--- src/rtl/icache_pkg.sv ---
// Shared parameters, FSM state type and address-field helpers for the instruction cache.
package icache_pkg;

    localparam int unsigned SET_W      = 6;
    localparam int unsigned TAG_W      = 22;
    localparam int unsigned LINE_WORDS = 4;
    localparam int unsigned WAYS       = 2;
    localparam int unsigned LINE_W     = 32 * LINE_WORDS;
    localparam int unsigned CNT_W      = $clog2(LINE_WORDS);

    typedef enum logic [2:0] {
        StIdle,
        StTag,
        StData,
        StRefillReq,
        StRefillWait,
        StFill,
        StFlush
    } state_e;

    function automatic logic [SET_W-1:0] addr_set(input logic [31:0] addr);
        return addr[4 +: SET_W];
    endfunction

    function automatic logic [TAG_W-1:0] addr_tag(input logic [31:0] addr);
        return addr[31 -: TAG_W];
    endfunction

    function automatic logic [CNT_W-1:0] addr_word(input logic [31:0] addr);
        return addr[2 +: CNT_W];
    endfunction

endpackage

--- src/rtl/icache_refill.sv ---
// Refill engine: word counter, line buffer and memory request/address generation.
module icache_refill
    import icache_pkg::*;
(
    input  logic                     clk,
    input  logic                     rst_n,
    input  logic                     clear_i,
    input  logic                     req_phase_i,
    input  logic                     wait_phase_i,
    input  logic [TAG_W+SET_W-1:0]   line_addr_i,
    input  logic                     mem_rvalid_i,
    input  logic [31:0]              mem_rdata_i,
    output logic                     mem_req_o,
    output logic [31:0]              mem_addr_o,
    output logic [LINE_W-1:0]        buf_o,
    output logic                     next_o,
    output logic                     done_o
);

    logic [CNT_W-1:0]  cnt_q, cnt_d;
    logic [LINE_W-1:0] buf_q, buf_d;
    logic              last_word;

    assign last_word  = (cnt_q == CNT_W'(LINE_WORDS - 1));
    assign mem_req_o  = req_phase_i;
    assign mem_addr_o = req_phase_i ? {line_addr_i, cnt_q, 2'b00} : '0;
    assign buf_o      = buf_q;
    assign done_o     = wait_phase_i & mem_rvalid_i & last_word;
    assign next_o     = wait_phase_i & mem_rvalid_i & ~last_word;

    // Capture returning words into the buffer and advance the word counter.
    always_comb begin
        cnt_d = cnt_q;
        buf_d = buf_q;
        if (clear_i) begin
            cnt_d = '0;
        end else if (wait_phase_i && mem_rvalid_i) begin
            buf_d[32*cnt_q +: 32] = mem_rdata_i;
            cnt_d                 = cnt_q + 1'b1;
        end
    end

    // Counter and buffer registers.
    always_ff @(posedge clk or negedge rst_n) begin
        if (!rst_n) begin
            cnt_q <= '0;
            buf_q <= '0;
        end else begin
            cnt_q <= cnt_d;
            buf_q <= buf_d;
        end
    end

endmodule

--- src/rtl/icache_ctrl.sv ---
// Lookup, refill and invalidate controller for the 2-way instruction cache.
module icache_ctrl
    import icache_pkg::*;
(
    input  logic                    clk,
    input  logic                    rst_n,
    input  logic                    instr_req_i,
    input  logic [31:0]             instr_addr_i,
    output logic                    instr_gnt_o,
    output logic                    instr_rvalid_o,
    output logic [31:0]             instr_rdata_o,
    input  logic                    flush_i,
    output logic                    flush_busy_o,
    output logic                    mem_req_o,
    output logic [31:0]             mem_addr_o,
    input  logic                    mem_gnt_i,
    input  logic                    mem_rvalid_i,
    input  logic [31:0]             mem_rdata_i,
    output logic [SET_W-1:0]        cm_set_o,
    output logic [0:0]              cm_way_o,
    output logic                    cm_enable_o,
    output logic                    cm_write_enable_o,
    output logic                    cm_val_write_enable_o,
    output logic                    cm_line_valid_o,
    output logic [TAG_W-1:0]        cm_line_tag_o,
    output logic [LINE_W-1:0]       cm_line_o,
    output logic [LINE_WORDS-1:0]   cm_line_ww_enable_o,
    input  logic [WAYS-1:0]         cm_line_valid_i,
    input  logic [WAYS*TAG_W-1:0]   cm_line_tag_i,
    input  logic [LINE_W-1:0]       cm_line_i
);

    state_e            state_q, state_d;
    logic [29:0]       addr_q, addr_d;
    logic              way_q, way_d;
    logic [63:0]       lru_q, lru_d;
    logic              flush_pend_q, flush_pend_d;
    logic [SET_W:0]    flush_cnt_q, flush_cnt_d;

    logic [31:0]       fetch_addr;
    logic [SET_W-1:0]  fetch_set;
    logic [TAG_W-1:0]  fetch_tag;
    logic [CNT_W-1:0]  fetch_word;
    logic [WAYS-1:0]   hit_vec;
    logic              hit_way, victim;
    logic              refill_clear, refill_next, refill_done;
    logic [LINE_W-1:0] refill_buf;

    assign fetch_addr = {addr_q, 2'b00};
    assign fetch_set  = addr_set(fetch_addr);
    assign fetch_tag  = addr_tag(fetch_addr);
    assign fetch_word = addr_word(fetch_addr);

    // Per-way hit detection against the tags read in the previous cycle.
    always_comb begin
        hit_vec = '0;
        for (int w = 0; w < WAYS; w++) begin
            hit_vec[w] = cm_line_valid_i[w] && (cm_line_tag_i[TAG_W*w +: TAG_W] == fetch_tag);
        end
    end

    assign hit_way = ~hit_vec[0];
    // Fill an empty way first, otherwise evict the least recently used one.
    assign victim  = !cm_line_valid_i[0] ? 1'b0 :
                     !cm_line_valid_i[1] ? 1'b1 : ~lru_q[fetch_set];

    icache_refill u_refill (
        .clk          (clk),
        .rst_n        (rst_n),
        .clear_i      (refill_clear),
        .req_phase_i  (state_q == StRefillReq),
        .wait_phase_i (state_q == StRefillWait),
        .line_addr_i  (fetch_addr[31:4]),
        .mem_rvalid_i (mem_rvalid_i),
        .mem_rdata_i  (mem_rdata_i),
        .mem_req_o    (mem_req_o),
        .mem_addr_o   (mem_addr_o),
        .buf_o        (refill_buf),
        .next_o       (refill_next),
        .done_o       (refill_done)
    );

    // Next-state logic and all array/core outputs.
    always_comb begin
        state_d               = state_q;
        addr_d                = addr_q;
        way_d                 = way_q;
        lru_d                 = lru_q;
        flush_pend_d          = flush_pend_q;
        flush_cnt_d           = flush_cnt_q;
        refill_clear          = 1'b0;
        instr_gnt_o           = 1'b0;
        instr_rvalid_o        = 1'b0;
        instr_rdata_o         = '0;
        flush_busy_o          = 1'b0;
        cm_set_o              = '0;
        cm_way_o              = '0;
        cm_enable_o           = 1'b0;
        cm_write_enable_o     = 1'b0;
        cm_val_write_enable_o = 1'b0;
        cm_line_valid_o       = 1'b0;
        cm_line_tag_o         = '0;
        cm_line_o             = '0;
        cm_line_ww_enable_o   = '0;

        // A flush arriving mid-operation waits for the next idle cycle.
        if (flush_i && (state_q != StIdle) && (state_q != StFlush)) begin
            flush_pend_d = 1'b1;
        end

        unique case (state_q)
            StIdle: begin
                if (flush_i || flush_pend_q) begin
                    flush_pend_d = 1'b0;
                    state_d      = StFlush;
                end else if (instr_req_i) begin
                    instr_gnt_o = 1'b1;
                    addr_d      = instr_addr_i[31:2];
                    cm_enable_o = 1'b1;
                    cm_set_o    = addr_set(instr_addr_i);
                    state_d     = StTag;
                end
            end
            StTag: begin
                if (|hit_vec) begin
                    cm_enable_o = 1'b1;
                    cm_set_o    = fetch_set;
                    cm_way_o    = hit_way;
                    way_d       = hit_way;
                    state_d     = StData;
                end else begin
                    way_d        = victim;
                    refill_clear = 1'b1;
                    state_d      = StRefillReq;
                end
            end
            StData: begin
                instr_rvalid_o   = 1'b1;
                instr_rdata_o    = cm_line_i[32*fetch_word +: 32];
                lru_d[fetch_set] = way_q;
                state_d          = StIdle;
            end
            StRefillReq: begin
                if (mem_gnt_i) state_d = StRefillWait;
            end
            StRefillWait: begin
                if (refill_done) state_d = StFill;
                else if (refill_next) state_d = StRefillReq;
            end
            StFill: begin
                cm_enable_o           = 1'b1;
                cm_write_enable_o     = 1'b1;
                cm_val_write_enable_o = 1'b1;
                cm_line_valid_o       = 1'b1;
                cm_set_o              = fetch_set;
                cm_way_o              = way_q;
                cm_line_tag_o         = fetch_tag;
                cm_line_o             = refill_buf;
                cm_line_ww_enable_o   = '1;
                instr_rvalid_o        = 1'b1;
                instr_rdata_o         = refill_buf[32*fetch_word +: 32];
                lru_d[fetch_set]      = way_q;
                state_d               = StIdle;
            end
            StFlush: begin
                lru_d                 = '0;
                flush_busy_o          = 1'b1;
                cm_enable_o           = 1'b1;
                cm_val_write_enable_o = 1'b1;
                cm_set_o              = flush_cnt_q[SET_W:1];
                cm_way_o              = flush_cnt_q[0];
                flush_cnt_d           = flush_cnt_q + 1'b1;
                if (&flush_cnt_q) state_d = StIdle;
            end
            default: state_d = StIdle;
        endcase
    end

    // State registers.
    always_ff @(posedge clk or negedge rst_n) begin
        if (!rst_n) begin
            state_q      <= StIdle;
            addr_q       <= '0;
            way_q        <= 1'b0;
            lru_q        <= '0;
            flush_pend_q <= 1'b0;
            flush_cnt_q  <= '0;
        end else begin
            state_q      <= state_d;
            addr_q       <= addr_d;
            way_q        <= way_d;
            lru_q        <= lru_d;
            flush_pend_q <= flush_pend_d;
            flush_cnt_q  <= flush_cnt_d;
        end
    end

endmodule
--- config.mk ---
export PLATFORM = sky130hd
export DESIGN_NAME = icache_ctrl
export DESIGN_NICKNAME = d
export VERILOG_FILES = /design/src/rtl/icache_pkg.sv /design/src/rtl/icache_refill.sv /design/src/rtl/icache_ctrl.sv
export SDC_FILE = /design/constraint.sdc
export NUM_CORES = 1
export LEC_CHECK = 0
export BUFFER_PORTS_ARGS = -buffer_cell sky130_fd_sc_hd__buf_2
export CAP_MARGIN = 20
export CORE_ASPECT_RATIO = 0.7
export CORE_MARGIN = 5
export CORE_UTILIZATION = 49
export DETAILED_ROUTE_END_ITERATION = 10
export HOLD_SLACK_MARGIN = 0.06
export PLACE_DENSITY = 0.89
export SLEW_MARGIN = 20
export SYNTH_ARGS = -nofsm -noshare
export SYNTH_HDL_FRONTEND = slang
export SYNTH_SLANG_ARGS = --single-unit
--- constraint.sdc ---
create_clock -name clk -period 2.4 [get_ports clk]
set_input_delay 0.12 -clock clk [delete_from_list [all_inputs] [get_ports clk]]
set_output_delay 0.12 -clock clk [all_outputs]
set_load 0.02 [all_outputs]
Yosys cells after proc, flatten, opt, wreduce, memory -nomap -nowiden
Cells that the tools add are included.
{"block": "op_classes", "n_addsub": 3, "order_cmp": 2, "eq_ne": 14, "shifts": 4, "muxes": 45, "bitwise_logic": 8, "reduce_logical": 18}
{"cell": "$shiftx 128x8->32", "count": 2}
{"cell": "$bwmux 128", "count": 1}
{"cell": "$mux 128", "count": 1}
{"cell": "$pmux 64 s2", "count": 1}
{"cell": "$shift 32x34->128 const A", "count": 1}
{"cell": "$shiftx 32x34->128", "count": 1}
{"cell": "$bwmux 64", "count": 1}
{"cell": "$pmux 32 s2", "count": 1}
{"cell": "$eq 22x22->1", "count": 2}
{"cell": "$neg 7->34", "count": 1}
{"cell": "$mux 32", "count": 1}
{"cell": "$pmux 6 s4", "count": 1}
{"cell": "$mux 22", "count": 1}
{"cell": "$mux 1", "count": 20}
{"cell": "$mux 3", "count": 6}
{"cell": "$mux 6", "count": 3}
{"cell": "$pmux 3 s5", "count": 1}
{"cell": "$eq 3x3->1 const B", "count": 3}
{"cell": "$ne 3x3->1 const B", "count": 3}
{"cell": "$add 7x1->7 const B", "count": 1}
{"cell": "$lt 6x7->1 const B", "count": 1}
{"cell": "$reduce_and 7->1", "count": 1}
{"cell": "$bmux 1 s6", "count": 1}
{"cell": "$demux 1 s6", "count": 1}
{"cell": "other kinds (20)", "count": 38}
{"block": "word_totals", "reg_bits": 236, "inputBits": 244, "out_inout_bits": 233, "word_cells": 102}

Depth between registers and ports, before layout
{"block": "depth", "word_depth": 7, "depth_mapped": 9, "depth_no_buf": 6}

Hierarchy
A second synthesis with hierarchy kept.
{"block": "unflattened", "hier_cells": 1455, "hier_area_um2": 13764.5}
{"mod": "icache_ctrl", "instances": 1, "cells_each": 1106, "area_per_inst_um2": 8787.2, "seq_area_each_um2": 2652.5}
{"mod": "icache_refill", "instances": 1, "cells_each": 349, "area_per_inst_um2": 4977.3, "seq_area_each_um2": 3253.1}

Worst setup path after synthesis
OpenSTA, ideal clock, no wires.
{"block": "synth_path", "path_type": "flip-flop to output port", "startpoint": "register addr_q[14]", "endpoint": "output cm_way_o", "t_arrival_ps": 1826, "t_required_ps": 2280, "path_slack_ps": 454, "stages_incl_launch_ff": 6, "path_buffers": 0, "cell_sequence": "dfrtp_1 -> xor2_1 -> nor4_1 -> nand4_1 -> or3_4 -> o21ai_0"}
{"block": "synth_between", "elab_chain_len": 5, "elab_cells_between_ends": 8, "cone_classes": "eq/ne (2); mux (2); bitwise (1); reduce/logical (3)"}
{"element": "from (decl)", "line": "icache_ctrl.sv:34", "text": "logic [29:0] addr_q, addr_d;"}
{"element": "from (signal assigned)", "line": "icache_ctrl.sv:190", "text": "addr_q <= addr_d;"}
{"element": "$eq 22x22->1", "line": "icache_ctrl.sv:58", "text": "hit_vec[w] = cm_line_valid_i[w] && (cm_line_tag_i[TAG_W*w +: TAG_W] == fetch_tag);"}
{"element": "$logic_and 1x1->1", "line": "icache_ctrl.sv:58"}
{"element": "$reduce_or 2->1 or $not 1->1 (tied branches)", "line": "icache_ctrl.sv:125, icache_ctrl.sv:62"}
{"element": "$mux 1 *", "line": "icache_ctrl.sv:125", "text": "if (|hit_vec) begin"}
{"element": "$pmux 1 s3 *", "line": "icache_ctrl.sv:111", "text": "unique case (state_q)"}
{"element": "to (decl)", "line": "icache_ctrl.sv:20", "text": "output logic [0:0] cm_way_o,"}
Mark *: on every way between the ends. The rest lies on a longest branch, timed or not.

Worst setup path in the final report
{"block": "layout_path", "startpoint": "register addr_q[13]", "endpoint": "output cm_set_o[2]"}
{"block": "layout_between", "elab_chain_len": 5, "elab_cells_between_ends": 7, "cone_classes": "eq/ne (2); mux (2); reduce/logical (3)"}
{"element": "$eq 22x22->1", "line": "icache_ctrl.sv:58"}
{"element": "$logic_and 1x1->1", "line": "icache_ctrl.sv:58"}
{"element": "$reduce_or 2->1 *", "line": "icache_ctrl.sv:125"}
{"element": "$mux 6 *", "line": "icache_ctrl.sv:125"}
{"element": "$pmux 6 s4 *", "line": "icache_ctrl.sv:111"}
{"element": "to (decl)", "line": "icache_ctrl.sv:19", "text": "output logic [SET_W-1:0] cm_set_o,"}
Marked as above.

==> impl_metrics.py <==
metrics = {
    "sta": {
        "relSlewSlack": 0.539,
        "slew_viol_final": 0,
        "finalSetupViolations": 36,
        "worst_slack_ns": -0.372,
        "hold_viol_final": 0,
        "rsz0062_at_grt": "yes",
        "tightest_slew_ns": 0.691,
        "finalHoldWorstSlack_ns": 0.0842,
        "fmax_mhz": 361,
        "fin_crit_sh": 1.16,
        "fin_crit_ns": 2.77,
        "clock_skew_ns": 0.0169,
    },
    "outcome": {
        "status": "finished with violations",
        "violations": "setup timing",
    },
    "worst_setup_path": {
        "max_stage_delay_ns": 0.41,
        "required_ns": 2.28,
        "rr_worst_depth": 9,
        "crit_fanout": 7,
        "crit_arrival_ns": 2.65,
        "cp_top_family": "simple AND/OR/NAND/NOR gates",
        "cp_cell_sequence": "xor2_1 > nor4_2 > nand4_1 > or3_4 > a21oi_4 > a221o_1 > buf_6",
        "slowest_stage": "dfrtp_1",
        "cp_num_buf_inv": 1,
        "end_kind": "output pin",
        "crit_type": "flop to output pin",
        "cp.depth": 7,
        "cp-start-kind": "flop",
    },
    "yosys": {
        "synthAdderAreaFrac": 0.00605,
        "yosys_warnings": 0,
        "synth-compound-area-share": 0.0759,
        "ys_seq_area_frac": 0.408,
        "synth_top_family_by_area": "simple AND/OR/NAND/NOR gates",
        "synth-main-ff-cell": "dfrtp_1",
        "synth_mux_area_frac": 0.179,
        "synth_seq_cells": 236,
        "synth-xor-area-share": 0.0302,
        "synth-edff-count": 0,
        "synthCells": 1575,
        "synthSimpleGateAreaFrac": 0.253,
        "ys_types": 64,
        "syn_area_sq_um": 14500,
        "synthArstFlopShare": 1.00,
        "avgSynthCellArea_sq_um": 9.20,
    },
    "routing": {
        "routed_wl_mm": 55.9,
        "via_per_inst": 5.86,
        "drtIter0Drc": 1442,
        "ant_nets": 0,
        "drc": 0,
        "first_pass_iters": 8,
        "vias": 14744,
        "routedWlPerCell_um": 22.2,
    },
    "floorplanning": {
        "design.portCount": 477,
        "die_area_sq_um": 33200,
        "placementRows": 52,
        "coreArea_sq_um": 29000,
        "start_util": 0.499,
        "die_w_um": 215,
        "die_h_um": 154,
    },
    "power": {
        "leakage_nw": 10.1,
        "power_density_nw_per_um2": 948,
        "vdd_drop_max_uv": 709,
    },
    "grt": {
        "grt.total_usage": 0.322,
        "grt-ovfl-total": 0,
        "grt_pass1_vias": 15214,
        "grt_max_degree": 87,
        "antenna_found_initial": 7,
        "grt_pass1_wl_mm": 85.7,
    },
    "placed_design": {
        "gp_congestion": 0.937,
        "portBuffers": 472,
        "placed_cells": 2361,
        "dp_hpwl_mm": 36.9,
    },
    "final_layout": {
        "final_cell_mix": "buf_2, nand2_1, dfrtp_1",
        "final_cells": 2518,
        "nets": 2369,
        "areaGrowthSynthToFinish_pct": 36.1,
        "layout-drive-gt1-share": 0.349,
        "n_fill_cell": 2026,
        "final_common_cell": "buf_2",
    },
    "clock_network": {
        "max-clock-path-buffers": 3,
        "h-tree-depth": 1,
        "cts-buffers-inserted": 26,
        "clock_latency_ns": 0.55,
        "cts_root_buf": "clkbuf_16",
        "cts_tree": "done",
        "cts.sinks": 236,
        "cts.clk_slew.worst_paths_ns": 0.06,
    },
    "flow_run": {
        "drv_cap": 0,
    },
    "min_path": {
        "hold_path_class": "primary input to asynchronous set/reset pin",
    },
}
-- where the power goes --
| group | total [mW] | switching, mW | internal, mW |
|---|---|---|---|
| combinational | 8.64 | 4.99 | 3.65 |
| sequential | 6.15 | 1.14 | 5.01 |
| clock | 3.90 | 1.67 | 2.23 |
| total | 18.7 | 7.80 | 10.9 |
-- worst paths after layout --
kind | start | end | slack [ns]
setup / recovery | addr_q[13] | cm_set_o[2] | -0.37
hold / removal | rst_n | lru_q[63] | 0.08
setup reg to reg | state_q[2] | u_refill.buf_o[81] | 0.14
min in group clk | mem_rvalid_i | state_q[2] | 0.12
max in group asynchronous | rst_n | addr_q[11] | 1.49
hold reg to reg | u_refill.buf_o[20] | u_refill.buf_o[20] | 0.50
-- layout make-up --
cell class | count | area [sq um] | area share
diodes | 5 | 12.5 | 0.000635
flip-flops and latches | 236 | 5920 | 0.300
clock inverters | 8 | 82.6 | 0.00419
inverters | 12 | 65.1 | 0.00330
repair buffers | 644 | 4410 | 0.224
well taps | 378 | 473 | 0.0240
multi-input cells | 1198 | 8020 | 0.407
clock buffers | 37 | 732 | 0.0371
-- timing repair --
| item | CTS | global route |
|---|---|---|
| gates cloned | 10 | 3 |
| setup endpoints to repair | 142 | 166 |
| hold endpoints to repair | 397 | 0 |
| gates resized for setup | 71 | 67 |
| pin swaps | 13 | 16 |
| hold buffers | 66 | 0 |
| setup buffers | 22 | 11 |
-- logic make-up (layout without fill, tap and decap cells) --
kind of cell               after synthesis  count (layout)
adders and majority gates                7               7
muxes                                  173             173
and+or+nand+nor                        777             778
xor gates and xnor gates                50              50
buffers and inverters                  143             701
DFF                                    236             236
AOI/OAI and AO/OA                      188             188
other                                    1               7
-- registers in the layout (all words and copies together) (netlist names) --
| signal | count |
|---|---|
| u_refill.buf_o | 128 |
| lru_q | 64 |
| addr_q | 30 |
| flush_cnt_q | 7 |
| state_q | 3 |
| u_refill.cnt_q | 2 |
| flush_pend_q | 1 |
| way_q | 1 |
-- through the flow --
stage	setup slack (ns)	power (mW)	instance area, sq um	utilization	setup TNS [ns]
after global placement	0.158	13.3	17300	0.597	0
final	-0.372	18.7	19700	0.679	-4.53
after CTS	-0.389	18.3	19500	0.672	-5.68
after floorplan	0.454	10.9	14500	-	0
after detailed placement	0.0109	13.7	17300	0.597	0
after global routing	-0.435	19.6	19700	0.679	-8.11
-- routing by layer --
| layer | GRT usage | share of wire | up-vias |
|---|---|---|---|
| met5 | 0 | 0.00048 | - |
| met4 | 0.142 | 0.046 | 4 |
| met3 | 0.0839 | 0.11 | 197 |
| met2 | 0.530 | 0.49 | 1031 |
| met1 | 0.404 | 0.36 | 7127 |
| li1 | - | - | 6385 |
-- synth_stat cells (7+ instances only) --
master	n	area share
nand2_1	406	0.11
dfrtp_1	236	0.41
and2_1	178	0.077
o21ai_0	137	0.047
nor2_1	107	0.028
mux2i_1	100	0.069
clkbuf_1	85	0.022
mux4_2	68	0.11
xnor2_1	30	0.018
xor2_1	20	0.012
a22oi_1	15	0.0078
nand4_1	15	0.0065
buf_2	14	0.0048
buf_4	13	0.0067
inv_1	12	0.0031
buf_6	10	0.0078
nor2b_1	9	0.0039
nor3_1	8	0.0028
buf_1	7	0.0018
ha_1	7	0.0060
No activity file was read; power rests on OpenSTA's default activity.
